## src/rtl/la_pipe_pkg.sv

```systemverilog
// Shared LoongArch pipeline definitions: datapath widths, the hard-zero register
// and the load-use interlock state encoding.
package la_pipe_pkg;
  localparam int XLEN = 32;
  localparam int AW   = 5;
  localparam logic [AW-1:0] REG_ZERO = '0;

  typedef enum logic {
    RUN     = 1'b0,
    LU_WAIT = 1'b1
  } lu_state_e;
endpackage

```

## src/rtl/fwd_select.sv

```systemverilog
// Purpose: resolve one source operand with EX > MEM > WB forwarding and $r0 forced to zero.
// Latency: purely combinational.
// Backpressure: none; the enclosing stage decides when the result is captured.
module fwd_select #(
  parameter int XLEN = la_pipe_pkg::XLEN,
  parameter int AW   = la_pipe_pkg::AW
) (
  input  logic            is_rs,
  input  logic [AW-1:0]   addr,
  input  logic [XLEN-1:0] rs_data,
  input  logic [XLEN-1:0] other_data,
  input  logic            ex_wr_en,
  input  logic [AW-1:0]   ex_wr_addr,
  input  logic [XLEN-1:0] ex_wr_data,
  input  logic            mem_wr_en,
  input  logic [AW-1:0]   mem_wr_addr,
  input  logic [XLEN-1:0] mem_wr_data,
  input  logic            wb_wr_en,
  input  logic [AW-1:0]   wb_wr_addr,
  input  logic [XLEN-1:0] wb_wr_data,
  output logic            match_ex,
  output logic [XLEN-1:0] true_rs,
  output logic [XLEN-1:0] operand
);
  import la_pipe_pkg::*;

  logic addr_nz;
  logic match_mem;
  logic match_wb;

  // Writes to $r0 are never forwarded, so a zero address cannot match any stage.
  assign addr_nz   = (addr != AW'(REG_ZERO));
  assign match_ex  = ex_wr_en  & (ex_wr_addr  == addr) & addr_nz;
  assign match_mem = mem_wr_en & (mem_wr_addr == addr) & addr_nz;
  assign match_wb  = wb_wr_en  & (wb_wr_addr  == addr) & addr_nz;

  always_comb begin
    true_rs = rs_data;
    if (!addr_nz)       true_rs = '0;
    else if (match_ex)  true_rs = ex_wr_data;
    else if (match_mem) true_rs = mem_wr_data;
    else if (match_wb)  true_rs = wb_wr_data;
  end

  assign operand = is_rs ? true_rs : other_data;
endmodule

```

## src/rtl/operand_forward_stage.sv

```systemverilog
// Purpose: ID->EX operand stage with forwarding, load-use interlock and output register.
// Latency: 1 cycle ID->EX; load-use hazards add LOAD_LAT+1 stall cycles.
// Backpressure: ex_valid & ~ex_ready holds the output register and drops id_ready.
module operand_forward_stage #(
  parameter int NSRC     = 2,
  parameter int XLEN     = la_pipe_pkg::XLEN,
  parameter int AW       = la_pipe_pkg::AW,
  parameter int LOAD_LAT = 1
) (
  input  logic                 clk,
  input  logic                 rst,
  input  logic                 flush,
  input  logic                 id_valid,
  output logic                 id_ready,
  input  logic [NSRC-1:0]      id_is_rs,
  input  logic [NSRC*AW-1:0]   id_rs_addr,
  input  logic [NSRC*XLEN-1:0] id_rs_data,
  input  logic [NSRC*XLEN-1:0] id_other_data,
  input  logic                 ex_wr_en,
  input  logic                 ex_is_load,
  input  logic [AW-1:0]        ex_wr_addr,
  input  logic [XLEN-1:0]      ex_wr_data,
  input  logic                 mem_wr_en,
  input  logic [AW-1:0]        mem_wr_addr,
  input  logic [XLEN-1:0]      mem_wr_data,
  input  logic                 wb_wr_en,
  input  logic [AW-1:0]        wb_wr_addr,
  input  logic [XLEN-1:0]      wb_wr_data,
  output logic                 ex_valid,
  input  logic                 ex_ready,
  output logic [NSRC*XLEN-1:0] ex_true_rs,
  output logic [NSRC*XLEN-1:0] ex_operand,
  output logic                 lu_stall
);
  import la_pipe_pkg::*;

  localparam logic [1:0] CNT_INIT = 2'(LOAD_LAT - 1);

  lu_state_e             state, state_nxt;
  logic [1:0]            cnt, cnt_nxt;
  logic [NSRC-1:0]       match_ex;
  logic [NSRC*XLEN-1:0]  true_rs;
  logic [NSRC*XLEN-1:0]  operand;
  logic                  hazard;
  logic                  capture;

  for (genvar gi = 0; gi < NSRC; gi++) begin : g_src
    fwd_select #(.XLEN(XLEN), .AW(AW)) u_fwd (
      .is_rs       (id_is_rs[gi]),
      .addr        (id_rs_addr[gi*AW +: AW]),
      .rs_data     (id_rs_data[gi*XLEN +: XLEN]),
      .other_data  (id_other_data[gi*XLEN +: XLEN]),
      .ex_wr_en    (ex_wr_en),
      .ex_wr_addr  (ex_wr_addr),
      .ex_wr_data  (ex_wr_data),
      .mem_wr_en   (mem_wr_en),
      .mem_wr_addr (mem_wr_addr),
      .mem_wr_data (mem_wr_data),
      .wb_wr_en    (wb_wr_en),
      .wb_wr_addr  (wb_wr_addr),
      .wb_wr_data  (wb_wr_data),
      .match_ex    (match_ex[gi]),
      .true_rs     (true_rs[gi*XLEN +: XLEN]),
      .operand     (operand[gi*XLEN +: XLEN])
    );
  end

  // Only sources that actually read a register can depend on the load in EX.
  assign hazard  = id_valid & ex_is_load & (|(id_is_rs & match_ex));
  assign capture = id_valid & id_ready;

  always_comb begin
    state_nxt = state;
    cnt_nxt   = cnt;
    lu_stall  = 1'b0;
    id_ready  = 1'b0;
    case (state)
      RUN: begin
        lu_stall = hazard;
        id_ready = ~hazard & (~ex_valid | ex_ready) & ~flush;
        if (hazard) begin
          state_nxt = LU_WAIT;
          cnt_nxt   = CNT_INIT;
        end
      end
      LU_WAIT: begin
        // The waited-on load has left EX by the time we exit; no re-check against it.
        lu_stall = 1'b1;
        if (cnt == 2'd0) state_nxt = RUN;
        else             cnt_nxt   = cnt - 2'd1;
      end
      default: state_nxt = RUN;
    endcase
    if (flush) begin
      state_nxt = RUN;
      cnt_nxt   = '0;
    end
  end

  always_ff @(posedge clk) begin
    if (rst) begin
      state <= RUN;
      cnt   <= '0;
    end else begin
      state <= state_nxt;
      cnt   <= cnt_nxt;
    end
  end

  // Flush only kills the valid bit; the data registers keep their last contents.
  always_ff @(posedge clk) begin
    if (rst) begin
      ex_valid   <= 1'b0;
      ex_true_rs <= '0;
      ex_operand <= '0;
    end else begin
      if (flush)         ex_valid <= 1'b0;
      else if (capture)  ex_valid <= 1'b1;
      else if (ex_ready) ex_valid <= 1'b0;
      if (capture) begin
        ex_true_rs <= true_rs;
        ex_operand <= operand;
      end
    end
  end
endmodule

```

## config.mk

```make
export PLATFORM = sky130hd
export DESIGN_NAME = operand_forward_stage
export DESIGN_NICKNAME = d
export VERILOG_FILES = /design/src/rtl/la_pipe_pkg.sv /design/src/rtl/fwd_select.sv /design/src/rtl/operand_forward_stage.sv
export SDC_FILE = /design/constraint.sdc
export NUM_CORES = 1
export LEC_CHECK = 0
export CORE_AREA = 2 2 152 154
export DETAILED_ROUTE_END_ITERATION = 8
export DIE_AREA = 0 0 154 156
export PLACE_DENSITY = 0.77
export SLEW_MARGIN = 10
export SYNTH_ARGS = -nofsm -noshare
export SYNTH_HDL_FRONTEND = slang
export SYNTH_SLANG_ARGS = --single-unit
```

## constraint.sdc

```tcl
create_clock -name clk -period 2.4 [get_ports clk]
set_input_delay 0.36 -clock clk [delete_from_list [all_inputs] [get_ports clk]]
set_output_delay 0.36 -clock clk [all_outputs]
set_load 0.03 [all_outputs]
```

[After elaboration in Yosys (flattened, before gate mapping)]
Index checks and enable logic that the tools add are counted.
Operators by class
  $add $sub $neg: 1
  $mul: 0
  div/mod/pow operators: 0
  $lt $le $gt $ge: 0
  eq/ne operators: 8
  shifts and indexed selects: 0
  muxes and demuxes: 20
  bitwise operators: 23
  reduce and logical (&&, ||, !) cells: 7
Operator list (count)
  32-bit two-way mux: 10
  5-bit == test: 6
  1-bit AND: 17
  5-bit nonzero test: 2
  1-bit two-way mux: 5
  2-bit two-way mux: 2
  2-bit inequality test, second input constant: 2
  1-bit NOT: 4
  1-bit case mux with 2 select lines: 2
  2-bit case mux with 2 select lines: 1
  2-bit OR reduction: 2
  2-bit AND: 1
  2-bit logical NOT: 1
  2-bit AND reduction: 1
  2-bit nonzero test: 1
  2-bit by 1-bit subtractor with 2-bit output, second input constant: 1
  1-bit bitwise OR: 1
Storage, ports and cells
  register bits after elaboration: 132
  bits in latches: 0
  memory bits (writable): 0
  ROM bits: 0
  input bits: 260
  output and inout port bits: 131
  logic and storage cells: 64
  memories: 0

[Longest topological paths before layout]
  depth after elaboration: 12
  mapped depth: 9
  mapped depth without buffers: 6

[Modules after synthesis]
A second synthesis with hierarchy kept.
Unflattened totals
  cells, all modules: 1306
  area total of the unflattened synthesis: 11214.5 sq um
Modules (own cells, without submodules)
  operand_forward_stage: times used 1, cells an instance 580, area each 6059.6 sq um, seq. area each 2642.5 sq um
  fwd_select (g_src[0].u_fwd): times used 1, cells an instance 378, area each 2618.8 sq um, seq. area each 0.0 sq um
  fwd_select (g_src[1].u_fwd): times used 1, cells an instance 348, area each 2536.2 sq um, seq. area each 0.0 sq um

[Worst setup path after synthesis]
No wires, ideal clock.
  path type: in2out
  from: input id_rs_addr[0]
  to: output id_ready
  arrival time: 2.262 ns
  data required time: 2.040 ns
  setup slack: -0.222 ns
  cell stages on the path: 6
  buffers on the path: 0
  path through: or4_4 > nor2_1 > o41a_1 > o31a_1 > inv_1 > nor3b_1
On the way
  cells in the longest elaborated chain, start to end: 10
  elaborated cells between the ends (all ways): 11
  those cells by class: eq/ne (1); mux (1); bitwise (7); reduce/logical (2)
RTL lines
  start, declared: line operand_forward_stage.sv:16  | input logic [NSRC*AW-1:0] id_rs_addr,
  5-bit == test: line fwd_select.sv:33  | assign match_ex = ex_wr_en & (ex_wr_addr == addr) & addr_nz;
  1-bit AND: line fwd_select.sv:33
  1-bit AND *: line fwd_select.sv:33
  2-bit AND *: line operand_forward_stage.sv:69  | assign hazard = id_valid & ex_is_load & (|(id_is_rs & match_ex));
  2-bit OR reduction *: line operand_forward_stage.sv:69
  1-bit AND *: line operand_forward_stage.sv:69
  1-bit NOT *: line operand_forward_stage.sv:80  | id_ready = ~hazard & (~ex_valid | ex_ready) & ~flush;
  1-bit AND * (2 in series): line operand_forward_stage.sv:80
  1-bit two-way mux *: line operand_forward_stage.sv:77  | case (state)
  end, declared: line operand_forward_stage.sv:14  | output logic id_ready,
Mark *: on every way between the ends. The rest lies on a longest branch, timed or not.

[Final worst setup path]
  from: input id_rs_addr[3]
  to: register ex_operand[22]
On the way
  cells in the longest elaborated chain, start to end: 11
  elaborated cells between the ends (all ways): 23
  those cells by class: eq/ne (3); mux (6); bitwise (12); reduce/logical (2)
RTL lines
  5-bit == test: line fwd_select.sv:33
  1-bit AND (2 in series): line fwd_select.sv:33
  2-bit AND: line operand_forward_stage.sv:69
  2-bit OR reduction: line operand_forward_stage.sv:69
  1-bit AND: line operand_forward_stage.sv:69
  1-bit NOT: line operand_forward_stage.sv:80
  1-bit AND (2 in series): line operand_forward_stage.sv:80
  1-bit two-way mux: line operand_forward_stage.sv:77
  1-bit AND: line operand_forward_stage.sv:70  | assign capture = id_valid & id_ready;
  end signal, assigned: line operand_forward_stage.sv:122  | ex_operand <= operand;
  end, declared: line operand_forward_stage.sv:32  | output logic [NSRC*XLEN-1:0] ex_operand,
Several ways; a longest one is shown, not always the timed one.
A chain may end at the register's enable or synchronous reset.

==> impl_metrics.toml <==
[status]
run_status = "complete, no violations"

[sta]
report.final.slew_viol_count = 0
setup_repair_after_global_routing_missed_its_margin = "true"
timing_hold_violations_final = 0
worst-slew-pin-transition_ns = 0.790
tightest_slew_margin_relative_to_the_limit = 0.474
fraction_of_the_cycle_the_final_worst_path_needs = 0.975
final_period_minus_worst_setup_slack_ns = 2.34
holdWs_ns = 0.441
clock-skew-final_ns = 0.00980
setup_viol_count_final = 0
achievable_clock_frequency_mhz = 427

[clocking]
tritoncts = "done"
cts.reportedPaths.clkPinSlew_ns = 0.06
tritoncts_num_sinks = 132
cts_buffer_depth = 2
cts_buffers = 17
root_buffer = "clkbuf_16"
clock_latency_ns = 0.44
htree_num_levels = 4
post_cts_hold_buffer_count = 0

[min_path]
hold_end = "ex_true_rs[35]$_SDFFE_PP0P_"
hold_crit_start = "rst"
min_delay_path_depth = 2
hold_path.class = "in2reg"

[grt]
grt_max_degree = 77
total_routing_usage_gr = 0.345
grt_antenna_before_repair = 1
vias_in_the_first_global_route = 11223
grt_first_pass_wirelength_microns = 64700
grt_remaining_overflow = 0

[detailed_routing]
wire_per_inst_microns = 24.8
detailed_route_via_count = 11496
drt.antenna.violating_nets = 0
detailedRoute.firstIterationViolations = 1161
number_of_detailed_route_iterations_in_the_first_pass = 5
drcViolationCount = 0
viasPerCell = 6.57
postRouteWirelength_microns = 43400

[setup_path]
timing.critical_path.required_ns = 2.74
setup.worst_path.class = "in2reg"
ff2ff_path_depth = 8
reg_to_reg_end = "ex_operand[3]$_SDFFE_PP0P_"
worst_r2r_startpoint = "ex_valid$_SDFFE_PP0P_"
critical_path_peak_fanout = 9
crit_path_end_kind = "flop"
startpoint_type = "input pin"
critical_path_arrival_ns = 2.68
timing.reg2reg.setup_slack_ns = 0.49

[placement]
globalplace.congestion = 0.978
io_buffers = 390
dpl-instance-area_sq_um = 13800
hpwl_microns = 29800

[die]
floorplan.die.width_microns = 154
floorplan.initialDensity = 0.399
io-pin-count = 391
dieArea_sq_um = 24000
core_sq_um = 22400
die-height_microns = 156
placement_rows = 55

[pwr]
vdd_ir_drop_max_mv = 0.422
cellPowerDensity_nw_per_um2 = 516
net_switching_component_of_the_power_w = 0.00243
static-leakage-power_nw = 4.85
pwr-share-comb = 0.320
cellInternalPower_w = 0.00510
report.power.total_w = 0.00753
seq_power_share = 0.320
pwr-share-clk = 0.360
switching_share = 0.323

[run]
number_of_violations_of_the_max_capacitance_limit = 0

[cells_and_area]
final_common_cell = "clkdlybuf4s50_1"
layout-area-overhead-vs-synth_pct = 63.8
nets = 1713
drive_gt1_frac = 0.177
stdcell_area_sq_um = 14600
layout_filler_cell_count = 1854
layout_common_cells = "clkdlybuf4s50_1 (370), dfxtp_1 (132), a21oi_1 (128), o2111ai_1 (128), buf_4 (77)"

[synth]
syn-cell-area_sq_um = 8910
synth_edf_count = 0
yosysUniqueCellTypes = 41
seq_area_frac_synth = 0.296
post_synth.cell_area_avg_sq_um = 8.37
postSynthCellCount = 1065
fraction_of_post_synthesis_cell_area_in_the_top_cell_type_by_area = 0.296
yosys_register_bits = 132
cell_taking_the_most_area_after_synthesis = "dfxtp_1"
number_of_warnings_reported_in_the_yosys_synthesis_log = 0
dominantRegCellSynth = "dfxtp_1"
synth_top_cells_by_area = "dfxtp_1 (30%), o2111ai_1 (13%), o311ai_2 (11%), a21oi_1 (7.2%), a311oi_1 (6.2%)"
ys_async_sr_fraction = 0
postSynthNetCount = 1326
[power by group through the flow]
stage          Clock, W  Sequential [W]  Combinational [W]
3_3_place_gp          0         0.00246            0.00227
6_report        0.00271         0.00241            0.00241
3_5_place_dp          0         0.00246            0.00229
2_1_floorplan         0         0.00270           0.000821
4_1_cts         0.00271         0.00241            0.00231
5_1_grt         0.00280         0.00243            0.00252
[flip-flops by register name, summed over array words and instances (netlist names)]
register and cells:
ex_operand 64, ex_true_rs 64, state 1, ex_valid 1, cnt 2
[timing repair]
item                       in CTS  in global routing
pin swaps                       8                 15
setup buffers                   6                  6
cloned                          0                  2
gates resized for setup        24                 29
setup endpoints to repair      74                 42
[worst max-delay path by stage]
stage                                        endpoint  cells after the start  slack, ns     startpoint
after floorplan                              id_ready                      6       0.07  id_rs_addr[0]
after global placement    ex_operand[32]$_SDFFE_PP0P_                      8      -0.49  id_rs_addr[6]
after detailed placement  ex_operand[32]$_SDFFE_PP0P_                      8      -0.55  id_rs_addr[6]
after CTS                                    id_ready                      8     -0.001  id_rs_addr[3]
after global routing      ex_operand[15]$_SDFFE_PP0P_                      8      -0.06  wb_wr_addr[3]
final                     ex_operand[22]$_SDFFE_PP0P_                     10       0.06  id_rs_addr[3]
[layout make-up]
| class | count | area (sq um) | share of cell area |
|---|---|---|---|
| clock inverter | 12 | 158 | 0.0108 |
| timing repair buffer | 509 | 5230 | 0.358 |
| tap | 285 | 357 | 0.0244 |
| antenna | 2 | 5.00 | 0.000343 |
| inverter | 8 | 30.0 | 0.00206 |
| multi-input combinational | 784 | 5750 | 0.394 |
| clock buffer | 18 | 429 | 0.0294 |
| sequential | 132 | 2640 | 0.181 |
[Yosys cell counts (all sizes together) (2+ instances only)]
| cell type | number |
|---|---|
| xnor2 | 20 |
| xor2 | 10 |
| o211a | 2 |
| o41a | 2 |
| o211ai | 2 |
| nand2b | 66 |
| inv | 8 |
| or3 | 2 |
| or4 | 2 |
| o2111ai | 128 |
| nor2 | 67 |
| or2 | 2 |
| nand3 | 68 |
| dfxtp | 132 |
| nand4 | 2 |
| o311ai | 64 |
| clkbuf | 85 |
| nand2 | 69 |
| a31o | 2 |
| and4 | 2 |
| buf | 56 |
| a211oi | 2 |
| nor4 | 70 |
| and2 | 3 |
| a311oi | 64 |
| a21oi | 128 |
[critical path: stages]
cell       delay, ns
clkbuf_2        0.11
or4_4           0.58
buf_6           0.15
o211ai_4        0.22
buf_12          0.17
buf_4           0.22
nor4_1          0.09
o311ai_2        0.28
o2111ai_1       0.20
a311oi_1        0.30
[per-stage QoR]
step,util,TNS [ns],std cells,worst slack [ns]
floorplan,-,0,1065,0.0699
global placement,0.616,-49.65,1704,-0.494
detailed placement,0.616,-58.18,1704,-0.549
CTS,0.645,-0.00122,1740,-0.00122
global route,0.653,-0.0954,1749,-0.0578
finish,0.653,0,1750,0.0596
[routing by layer]
layer | global-route usage | part of all wire | vias to the layer above
met5 | 0 | 0 | -
met4 | 0.184 | 0.058 | 0
met3 | 0.0792 | 0.11 | 210
met2 | 0.580 | 0.47 | 876
met1 | 0.411 | 0.37 | 5373
li1 | - | - | 5037
[cells by family (layout without fill, tap and decap cells)]
family | after synthesis | count (layout) | synth area share
compound gates | 397 | 397 | 0.390
xor+xnor | 30 | 30 | 0.0295
buf+inv | 149 | 547 | 0.0754
flops | 132 | 132 | 0.296
simple gates | 356 | 356 | 0.207
other cells | 0 | 2 | 0
fa+ha+maj | 1 | 1 | 0.00140
Note: power is estimated with default switching activity, not from simulation.
